[config.mk]
export PLATFORM = sky130hd
export DESIGN_NAME = conv_layer_address_gen_flat
export DESIGN_NICKNAME = d
export VERILOG_FILES = /design/src/rtl/conv_layer_address_gen_if.sv /design/src/rtl/conv_layer_address_gen.sv /design/src/flat_wrapper.sv
export SDC_FILE = /design/constraint.sdc
export NUM_CORES = 1
export LEC_CHECK = 0
export BUFFER_PORTS_ARGS = -buffer_cell sky130_fd_sc_hd__clkbuf_2
export CAP_MARGIN = 20
export CELL_PAD_IN_SITES_DETAIL_PLACEMENT = 0
export CELL_PAD_IN_SITES_GLOBAL_PLACEMENT = 2
export CORE_ASPECT_RATIO = 0.75
export CORE_MARGIN = 2
export CORE_UTILIZATION = 37
export DETAILED_ROUTE_END_ITERATION = 6
export PLACE_DENSITY_LB_ADDON = 0.1
export SYNTH_ARGS = -nofsm -noshare
export SYNTH_HDL_FRONTEND = slang
export SYNTH_SLANG_ARGS = --single-unit
[constraint.sdc]
create_clock -name clk -period 2.65 [get_ports clk]
set_clock_uncertainty 0.15 [all_clocks]
set_input_delay 0.265 -clock clk [delete_from_list [all_inputs] [get_ports clk]]
set_output_delay 0.265 -clock clk [all_outputs]
set_load 0.005 [all_outputs]
[src/rtl/conv_layer_address_gen_if.sv]
// Handshake bundle between the layer controller / memories and the convolution address sequencer.
// The master side is the sequencer itself; the slave side is the controller and memory consumers.
interface conv_layer_address_gen_if #(
    parameter int IN_ADDR_W = 10,
    parameter int W_ADDR_W  = 8,
    parameter int OX_W      = 5,
    parameter int OY_W      = 5
);
    logic                 start;
    logic                 abort;
    logic                 in_ready;
    logic [3:0]           st;
    logic [W_ADDR_W-1:0]  w_addr;
    logic                 w_valid;
    logic [IN_ADDR_W-1:0] in_addr;
    logic                 in_valid;
    logic                 win_first;
    logic                 win_last;
    logic [OX_W-1:0]      out_x;
    logic [OY_W-1:0]      out_y;
    logic                 done;

    modport master (
        input  start, abort, in_ready,
        output st, w_addr, w_valid, in_addr, in_valid,
               win_first, win_last, out_x, out_y, done
    );

    modport slave (
        output start, abort, in_ready,
        input  st, w_addr, w_valid, in_addr, in_valid,
               win_first, win_last, out_x, out_y, done
    );
endinterface

[src/rtl/conv_layer_address_gen.sv]
// Layer sequencer: streams weight-ROM addresses, then input-RAM addresses for every tap of every
// output window (loop order kx, ky, c, ox, oy) with valid/ready backpressure, abort and done pulse.
module conv_layer_address_gen #(
    parameter int IN_W      = 32,
    parameter int IN_H      = 32,
    parameter int IN_CH     = 1,
    parameter int K         = 5,
    parameter int STRIDE    = 1,
    parameter int OUT_MAPS  = 6,
    parameter int OUT_W     = (IN_W - K) / STRIDE + 1,
    parameter int OUT_H     = (IN_H - K) / STRIDE + 1,
    parameter int W_WORDS   = OUT_MAPS * IN_CH * K * K + OUT_MAPS,
    parameter int IN_ADDR_W = $clog2(IN_CH * IN_W * IN_H),
    parameter int W_ADDR_W  = $clog2(W_WORDS)
) (
    input  logic                        clk,
    input  logic                        rst_n,
    conv_layer_address_gen_if.master    bus
);

    localparam int OX_W = (OUT_W > 1) ? $clog2(OUT_W) : 1;
    localparam int OY_W = (OUT_H > 1) ? $clog2(OUT_H) : 1;
    localparam int KX_W = (K > 1) ? $clog2(K) : 1;
    localparam int C_W  = (IN_CH > 1) ? $clog2(IN_CH) : 1;

    localparam logic [3:0] ST_IDLE   = 4'b0001;
    localparam logic [3:0] ST_LOAD_W = 4'b0010;
    localparam logic [3:0] ST_CALC   = 4'b0100;
    localparam logic [3:0] ST_DONE   = 4'b1000;

    localparam logic [W_ADDR_W-1:0] W_LAST = W_ADDR_W'(W_WORDS - 1);

    // Address steps for each loop level; all products are elaboration-time constants.
    localparam logic [IN_ADDR_W-1:0] ROW_STEP   = IN_ADDR_W'(IN_W);
    localparam logic [IN_ADDR_W-1:0] PLANE_STEP = IN_ADDR_W'(IN_W * IN_H);
    localparam logic [IN_ADDR_W-1:0] X_STEP     = IN_ADDR_W'(STRIDE);
    localparam logic [IN_ADDR_W-1:0] Y_STEP     = IN_ADDR_W'(STRIDE * IN_W);

    localparam logic [KX_W-1:0] K_LAST  = KX_W'(K - 1);
    localparam logic [C_W-1:0]  C_LAST  = C_W'(IN_CH - 1);
    localparam logic [OX_W-1:0] OX_LAST = OX_W'(OUT_W - 1);
    localparam logic [OY_W-1:0] OY_LAST = OY_W'(OUT_H - 1);
    localparam logic            SINGLE_TAP = (K == 1) && (IN_CH == 1);

    logic [3:0]           st_reg, st_next;
    logic [W_ADDR_W-1:0]  w_addr_reg, w_addr_next;
    logic                 w_valid_reg, w_valid_next;
    logic [IN_ADDR_W-1:0] in_addr_reg, in_addr_next;
    logic                 in_valid_reg, in_valid_next;
    logic                 win_first_reg, win_first_next;
    logic                 win_last_reg, win_last_next;
    logic [OX_W-1:0]      out_x_reg, out_x_next;
    logic [OY_W-1:0]      out_y_reg, out_y_next;
    logic                 done_reg, done_next;

    logic [KX_W-1:0]      kx_reg, kx_next;
    logic [KX_W-1:0]      ky_reg, ky_next;
    logic [C_W-1:0]       c_reg, c_next;
    logic [OX_W-1:0]      ox_reg, ox_next;
    logic [OY_W-1:0]      oy_reg, oy_next;

    // Base addresses of the current output row, window, channel plane and filter row.
    logic [IN_ADDR_W-1:0] y_base_reg, y_base_next;
    logic [IN_ADDR_W-1:0] win_base_reg, win_base_next;
    logic [IN_ADDR_W-1:0] ch_base_reg, ch_base_next;
    logic [IN_ADDR_W-1:0] row_base_reg, row_base_next;

    logic accept;
    logic finish;
    logic clear_all;
    logic calc_entry;

    assign accept = in_valid_reg & bus.in_ready;

    always_comb begin
        st_next        = st_reg;
        w_addr_next    = w_addr_reg;
        w_valid_next   = w_valid_reg;
        in_addr_next   = in_addr_reg;
        in_valid_next  = in_valid_reg;
        win_first_next = win_first_reg;
        win_last_next  = win_last_reg;
        out_x_next     = out_x_reg;
        out_y_next     = out_y_reg;
        done_next      = 1'b0;
        kx_next        = kx_reg;
        ky_next        = ky_reg;
        c_next         = c_reg;
        ox_next        = ox_reg;
        oy_next        = oy_reg;
        y_base_next    = y_base_reg;
        win_base_next  = win_base_reg;
        ch_base_next   = ch_base_reg;
        row_base_next  = row_base_reg;
        finish         = 1'b0;
        clear_all      = 1'b0;
        calc_entry     = 1'b0;

        if (bus.abort) begin
            st_next   = ST_IDLE;
            clear_all = 1'b1;
        end else begin
            case (st_reg)
                ST_IDLE: begin
                    if (bus.start) begin
                        st_next      = ST_LOAD_W;
                        w_addr_next  = '0;
                        w_valid_next = 1'b1;
                    end
                end
                ST_LOAD_W: begin
                    if (w_addr_reg == W_LAST) begin
                        st_next    = ST_CALC;
                        clear_all  = 1'b1;
                        calc_entry = 1'b1;
                    end else begin
                        w_addr_next = w_addr_reg + 1'b1;
                    end
                end
                ST_CALC: begin
                    if (accept) begin
                        if (kx_reg != K_LAST) begin
                            kx_next      = kx_reg + 1'b1;
                            in_addr_next = in_addr_reg + 1'b1;
                        end else begin
                            kx_next = '0;
                            if (ky_reg != K_LAST) begin
                                ky_next       = ky_reg + 1'b1;
                                row_base_next = row_base_reg + ROW_STEP;
                                in_addr_next  = row_base_reg + ROW_STEP;
                            end else begin
                                ky_next = '0;
                                if (c_reg != C_LAST) begin
                                    c_next        = c_reg + 1'b1;
                                    ch_base_next  = ch_base_reg + PLANE_STEP;
                                    row_base_next = ch_base_reg + PLANE_STEP;
                                    in_addr_next  = ch_base_reg + PLANE_STEP;
                                end else begin
                                    c_next = '0;
                                    if (ox_reg != OX_LAST) begin
                                        ox_next       = ox_reg + 1'b1;
                                        win_base_next = win_base_reg + X_STEP;
                                        ch_base_next  = win_base_reg + X_STEP;
                                        row_base_next = win_base_reg + X_STEP;
                                        in_addr_next  = win_base_reg + X_STEP;
                                    end else begin
                                        ox_next = '0;
                                        if (oy_reg != OY_LAST) begin
                                            oy_next       = oy_reg + 1'b1;
                                            y_base_next   = y_base_reg + Y_STEP;
                                            win_base_next = y_base_reg + Y_STEP;
                                            ch_base_next  = y_base_reg + Y_STEP;
                                            row_base_next = y_base_reg + Y_STEP;
                                            in_addr_next  = y_base_reg + Y_STEP;
                                        end else begin
                                            finish = 1'b1;
                                        end
                                    end
                                end
                            end
                        end

                        if (finish) begin
                            st_next   = ST_DONE;
                            done_next = 1'b1;
                            clear_all = 1'b1;
                        end else begin
                            win_first_next = (kx_next == '0) && (ky_next == '0) && (c_next == '0);
                            win_last_next  = (kx_next == K_LAST) && (ky_next == K_LAST) &&
                                             (c_next == C_LAST);
                            out_x_next     = ox_next;
                            out_y_next     = oy_next;
                        end
                    end
                end
                ST_DONE: begin
                    st_next   = ST_IDLE;
                    clear_all = 1'b1;
                end
                default: begin
                    st_next   = ST_IDLE;
                    clear_all = 1'b1;
                end
            endcase
        end

        if (clear_all) begin
            w_addr_next    = '0;
            w_valid_next   = 1'b0;
            in_addr_next   = '0;
            in_valid_next  = 1'b0;
            win_first_next = 1'b0;
            win_last_next  = 1'b0;
            out_x_next     = '0;
            out_y_next     = '0;
            kx_next        = '0;
            ky_next        = '0;
            c_next         = '0;
            ox_next        = '0;
            oy_next        = '0;
            y_base_next    = '0;
            win_base_next  = '0;
            ch_base_next   = '0;
            row_base_next  = '0;
        end

        // First tap of the layer is address 0 with every index at zero.
        if (calc_entry) begin
            in_valid_next  = 1'b1;
            win_first_next = 1'b1;
            win_last_next  = SINGLE_TAP;
        end
    end

    always_ff @(posedge clk or negedge rst_n) begin
        if (!rst_n) begin
            st_reg        <= ST_IDLE;
            w_addr_reg    <= '0;
            w_valid_reg   <= 1'b0;
            in_addr_reg   <= '0;
            in_valid_reg  <= 1'b0;
            win_first_reg <= 1'b0;
            win_last_reg  <= 1'b0;
            out_x_reg     <= '0;
            out_y_reg     <= '0;
            done_reg      <= 1'b0;
            kx_reg        <= '0;
            ky_reg        <= '0;
            c_reg         <= '0;
            ox_reg        <= '0;
            oy_reg        <= '0;
            y_base_reg    <= '0;
            win_base_reg  <= '0;
            ch_base_reg   <= '0;
            row_base_reg  <= '0;
        end else begin
            st_reg        <= st_next;
            w_addr_reg    <= w_addr_next;
            w_valid_reg   <= w_valid_next;
            in_addr_reg   <= in_addr_next;
            in_valid_reg  <= in_valid_next;
            win_first_reg <= win_first_next;
            win_last_reg  <= win_last_next;
            out_x_reg     <= out_x_next;
            out_y_reg     <= out_y_next;
            done_reg      <= done_next;
            kx_reg        <= kx_next;
            ky_reg        <= ky_next;
            c_reg         <= c_next;
            ox_reg        <= ox_next;
            oy_reg        <= oy_next;
            y_base_reg    <= y_base_next;
            win_base_reg  <= win_base_next;
            ch_base_reg   <= ch_base_next;
            row_base_reg  <= row_base_next;
        end
    end

    assign bus.st        = st_reg;
    assign bus.w_addr    = w_addr_reg;
    assign bus.w_valid   = w_valid_reg;
    assign bus.in_addr   = in_addr_reg;
    assign bus.in_valid  = in_valid_reg;
    assign bus.win_first = win_first_reg;
    assign bus.win_last  = win_last_reg;
    assign bus.out_x     = out_x_reg;
    assign bus.out_y     = out_y_reg;
    assign bus.done      = done_reg;

endmodule

[src/flat_wrapper.sv]
// flat-port wrapper written by rule: the top's interface ports become plain ports
module conv_layer_address_gen_flat 
#(
    parameter int IN_W      = 32,
    parameter int IN_H      = 32,
    parameter int IN_CH     = 1,
    parameter int K         = 5,
    parameter int STRIDE    = 1,
    parameter int OUT_MAPS  = 6,
    parameter int OUT_W     = (IN_W - K) / STRIDE + 1,
    parameter int OUT_H     = (IN_H - K) / STRIDE + 1,
    parameter int W_WORDS   = OUT_MAPS * IN_CH * K * K + OUT_MAPS,
    parameter int IN_ADDR_W = $clog2(IN_CH * IN_W * IN_H),
    parameter int W_ADDR_W  = $clog2(W_WORDS)
)
  (clk, rst_n, bus_start, bus_abort, bus_in_ready, bus_st, bus_w_addr, bus_w_valid, bus_in_addr, bus_in_valid, bus_win_first, bus_win_last, bus_out_x, bus_out_y, bus_done);
  conv_layer_address_gen_if #(.IN_ADDR_W(IN_ADDR_W), .W_ADDR_W(W_ADDR_W), .OX_W(5), .OY_W(5)) bus_i ();
  input  logic clk;
  input  logic rst_n;
  input wire logic [$bits(bus_i.start)-1:0] bus_start;
  input wire logic [$bits(bus_i.abort)-1:0] bus_abort;
  input wire logic [$bits(bus_i.in_ready)-1:0] bus_in_ready;
  output wire logic [$bits(bus_i.st)-1:0] bus_st;
  output wire logic [$bits(bus_i.w_addr)-1:0] bus_w_addr;
  output wire logic [$bits(bus_i.w_valid)-1:0] bus_w_valid;
  output wire logic [$bits(bus_i.in_addr)-1:0] bus_in_addr;
  output wire logic [$bits(bus_i.in_valid)-1:0] bus_in_valid;
  output wire logic [$bits(bus_i.win_first)-1:0] bus_win_first;
  output wire logic [$bits(bus_i.win_last)-1:0] bus_win_last;
  output wire logic [$bits(bus_i.out_x)-1:0] bus_out_x;
  output wire logic [$bits(bus_i.out_y)-1:0] bus_out_y;
  output wire logic [$bits(bus_i.done)-1:0] bus_done;
  assign bus_i.start = bus_start;
  assign bus_i.abort = bus_abort;
  assign bus_i.in_ready = bus_in_ready;
  assign bus_st = bus_i.st;
  assign bus_w_addr = bus_i.w_addr;
  assign bus_w_valid = bus_i.w_valid;
  assign bus_in_addr = bus_i.in_addr;
  assign bus_in_valid = bus_i.in_valid;
  assign bus_win_first = bus_i.win_first;
  assign bus_win_last = bus_i.win_last;
  assign bus_out_x = bus_i.out_x;
  assign bus_out_y = bus_i.out_y;
  assign bus_done = bus_i.done;
  conv_layer_address_gen #(.IN_W(IN_W), .IN_H(IN_H), .IN_CH(IN_CH), .K(K), .STRIDE(STRIDE), .OUT_MAPS(OUT_MAPS), .OUT_W(OUT_W), .OUT_H(OUT_H), .W_WORDS(W_WORDS), .IN_ADDR_W(IN_ADDR_W), .W_ADDR_W(W_ADDR_W)) u_core (.clk(clk), .rst_n(rst_n), .bus(bus_i));
endmodule
==> results.sh <==
export IMPL_status="finished clean"
export IMPL_io_pins=42
export IMPL_async_flop_share_pct=100
export IMPL_synth_avg_cell_area_um2=8.95
export IMPL_ys_warn_count=0
export IMPL_dr_pass1_iters=6
export IMPL_synth_compound_area_share_pct=24.8
export IMPL_yosys_area_share_simple_pct=22.6
export IMPL_p_clk_share_pct=43.5
export IMPL_synth_mux_area_share_pct=2.15
export IMPL_powerDensity_nw_per_um2=547
export IMPL_grt_setup_unrepaired="no"
export IMPL_power_uw=3120
export IMPL_final_util_pct=45.8
export IMPL_synth_fa_ha_area_share_pct=2.89
export IMPL_clk_pin_slew_worst_paths_ns=0.06
export IMPL_register_area_um2=1980
export IMPL_diodes=0
export IMPL_die_area_um2=13800
export IMPL_cp_start_kind="flip-flop"
export IMPL_pre_cts_ws_ns=0.0903
export IMPL_cts_root_buffer="clkbuf_16"
export IMPL_htree_levels=3
export IMPL_period_share_pct=93.2
export IMPL_viasPerCell=5.72
export IMPL_clockBufferDepth=2
export IMPL_critPathArrivalTime_ns=2.58
export IMPL_route_vias_total=4362
export IMPL_fmax_mhz=405
export IMPL_layout_drive_gt1_share_pct=17.6
export IMPL_multiInputGateArea_um2=2610
export IMPL_die_h_um=102
export IMPL_synth_edf_count=0
export IMPL_crit_fanout=8
export IMPL_hold_viol_final=0
export IMPL_p_int_uw=2260
export IMPL_p_sw_share_pct=27.5
export IMPL_fillCellCount=1244
export IMPL_antenna_found_initial=0
export IMPL_ys_seq_area_share_pct=41.5
export IMPL_maxCapViolCount=0
export IMPL_worst_skew_pair_late_latency_ns=0.34
export IMPL_power_leakage_uw=0.00243
export IMPL_grt_overflow=0
export IMPL_fin_tns_setup_ns=0
export IMPL_synth_top_family_by_area="compound AO/OA/AOI/OAI gates"
export IMPL_critPathRequiredTime_ns=2.76
export IMPL_synth_xor_area_share_pct=2.20
export IMPL_yosys_register_bits=79
export IMPL_relSlewSlack_pct=63.7
export IMPL_syn_to_final_growth_pct=19.5
export IMPL_rows=35
export IMPL_fin_ws_ns=0.181
export IMPL_drt_initial_drc_count=352
export IMPL_chipWidth_um=135
export IMPL_critPathKind="reg2reg"
export IMPL_dp_hpwl_mm=10.7
export IMPL_wl_mm=14.7
export IMPL_fin_crit_ns=2.47
export IMPL_grt_pass1_vias=4174
export IMPL_port_buffers=41
export IMPL_syn_instance_count=533
export IMPL_wl_per_cell_um=19.3
export IMPL_finalSetupViolations=0
export IMPL_core_um2=12400
export IMPL_cts_sinks=79
export IMPL_initial_core_util_pct=38.4
export IMPL_peakVddDrop_v=0.000319
export IMPL_numCtsBuffers=9
export IMPL_syn_area_um2=4770
export IMPL_tightest_slew_ns=0.545
export IMPL_gp_congestion=0.828
export IMPL_report_final_slew_viol_count=0
export IMPL_cts_tree="built"
export IMPL_layout_nets=609
export IMPL_hp_class="in2reg"
export IMPL_track_usage_pct=22.5
export IMPL_p_switching_uw=858
export IMPL_syn_nets=549
export IMPL_drc=0
export IMPL_p_comb_share_pct=15.7
export IMPL_ys_flop_type="dfrtp_1"
export IMPL_grt_max_degree=80
export IMPL_end_kind="flip-flop"
export IMPL_ys_types=66
export IMPL_grt_pass1_wl_mm=24.0
export IMPL_p_seq_share_pct=40.8
export IMPL_drtAntennaViolNets=0
==> power by group through the flow <==
stage	Combinational (uW)	Sequential [uW]	Clock, uW
after global placement	476	1300	0
after detailed placement	480	1300	0
after global routing	541	1280	1440
final	490	1270	1360
after floorplan	279	1290	0
after CTS	481	1280	1380
==> through the flow <==
step / instances / instance area [um^2] / hold WS, ns
final: 763 / 5700 / 0.0684
after global routing: 763 / 5700 / 0.0764
after CTS: 762 / 5680 / 0.0539
after detailed placement: 745 / 5350 / 0.193
after global placement: 745 / 5350 / 0.184
after floorplan: 533 / 4770 / -0.181
==> cell families after synthesis <==
kind of cell,after synthesis
XOR/XNOR,12
adder cells (fa/ha/maj),11
multiplexers,10
AND/OR/NAND/NOR,210
flip-flops,79
buffers and inverters,45
AO/OA/AOI/OAI,166
==> cell type report <==
cell class | count | area share [%]
clock inverters | 4 | 1.23
repair buffers | 80 | 9.52
flip-flops and latches | 79 | 34.7
inverters | 14 | 0.922
multi-input cells | 409 | 45.7
clock buffers | 11 | 4.26
well taps | 166 | 3.64
==> routing by layer <==
metal / up-vias / wire [um] / part of all wire (%) / global-route usage (%)
met5: - / 0 / 0 / 0
met4: 0 / 214 / 1.5 / 5.13
met3: 18 / 855 / 5.8 / 3.67
met2: 149 / 5970 / 40 / 32.2
met1: 2079 / 7710 / 52 / 35.1
li1: 2116 / - / - / -
==> synthesized netlist by cell type, types with 7 or more instances <==
| master | count | area share [%] |
|---|---|---|
| dfrtp_1 | 78 | 41 |
| nand2_1 | 54 | 4.2 |
| nor2_1 | 44 | 3.5 |
| o21ai_0 | 43 | 4.5 |
| a21oi_1 | 26 | 2.7 |
| nand3_1 | 23 | 2.4 |
| nor3_1 | 20 | 2.1 |
| clkbuf_1 | 18 | 1.4 |
| inv_1 | 14 | 1.1 |
| a31oi_1 | 12 | 1.6 |
| or3_1 | 12 | 1.6 |
| ha_1 | 11 | 2.9 |
| o31ai_1 | 11 | 1.7 |
| and3_1 | 10 | 1.3 |
| buf_2 | 9 | 0.94 |
| nand4_1 | 9 | 1.2 |
| mux2i_1 | 8 | 1.7 |
| a22oi_1 | 7 | 1.1 |
| a32o_1 | 7 | 1.5 |
| xor2_1 | 7 | 1.3 |
==> path summary, 6_finish.rpt <==
path                                     startpoint                   end  slack [ns]  cells after the start
worst max-delay path               u_core.kx_reg[0]  u_core.bus.w_addr[5]        0.18                      8
worst min-delay path                      bus_abort      u_core.bus.st[3]        0.07                      2
worst max register to register     u_core.kx_reg[0]  u_core.bus.w_addr[5]        0.18                      8
worst min register to register  u_core.bus.win_last   u_core.bus.win_last        0.32                      2
max in group asynchronous                     rst_n      u_core.bus.st[0]        1.64                      3
min in group asynchronous                     rst_n  u_core.bus.w_addr[2]        0.36                      3
==> layout by cell type (no fill, tap or decap), drive strengths merged, types with 4 or more instances in the layout <==
cell type / netlist / layout
a211oi: 8 / 8
a21o: 4 / 4
a21oi: 26 / 26
a221oi: 5 / 5
a22o: 6 / 6
a22oi: 7 / 7
a31oi: 12 / 12
a32o: 7 / 7
and2: 7 / 7
and3: 10 / 10
and4b: 4 / 4
buf: 11 / 38
clkbuf: 20 / 51
dfrtp: 78 / 78
ha: 11 / 11
inv: 14 / 14
mux2i: 8 / 8
nand2: 54 / 54
nand3: 23 / 23
nand4: 9 / 9
nor2: 44 / 44
nor2b: 6 / 6
nor3: 20 / 20
nor3b: 4 / 4
nor4b: 4 / 4
o211ai: 4 / 4
o21ai: 46 / 46
o31ai: 11 / 11
or3: 12 / 12
xnor2: 5 / 5
xor2: 7 / 7
==> critical path: stages, from the launching register on <==
cell	delay [ns]
dfrtp_1	0.42
inv_1	0.07
ha_1	0.29
nand4_1	0.23
nor4_4	0.43
a221oi_4	0.14
buf_4	0.19
or3_1	0.34
o22ai_1	0.14
==> repair_timing <==
action                                  in CTS  in global routing
hold buffers                                 2                  0
endpoints found under the setup margin       0                  2
setup buffers                                0                  1
hold endpoints to repair                    79                  0
resized for setup                            0                  1
Power figures use the tool's default switching activity.
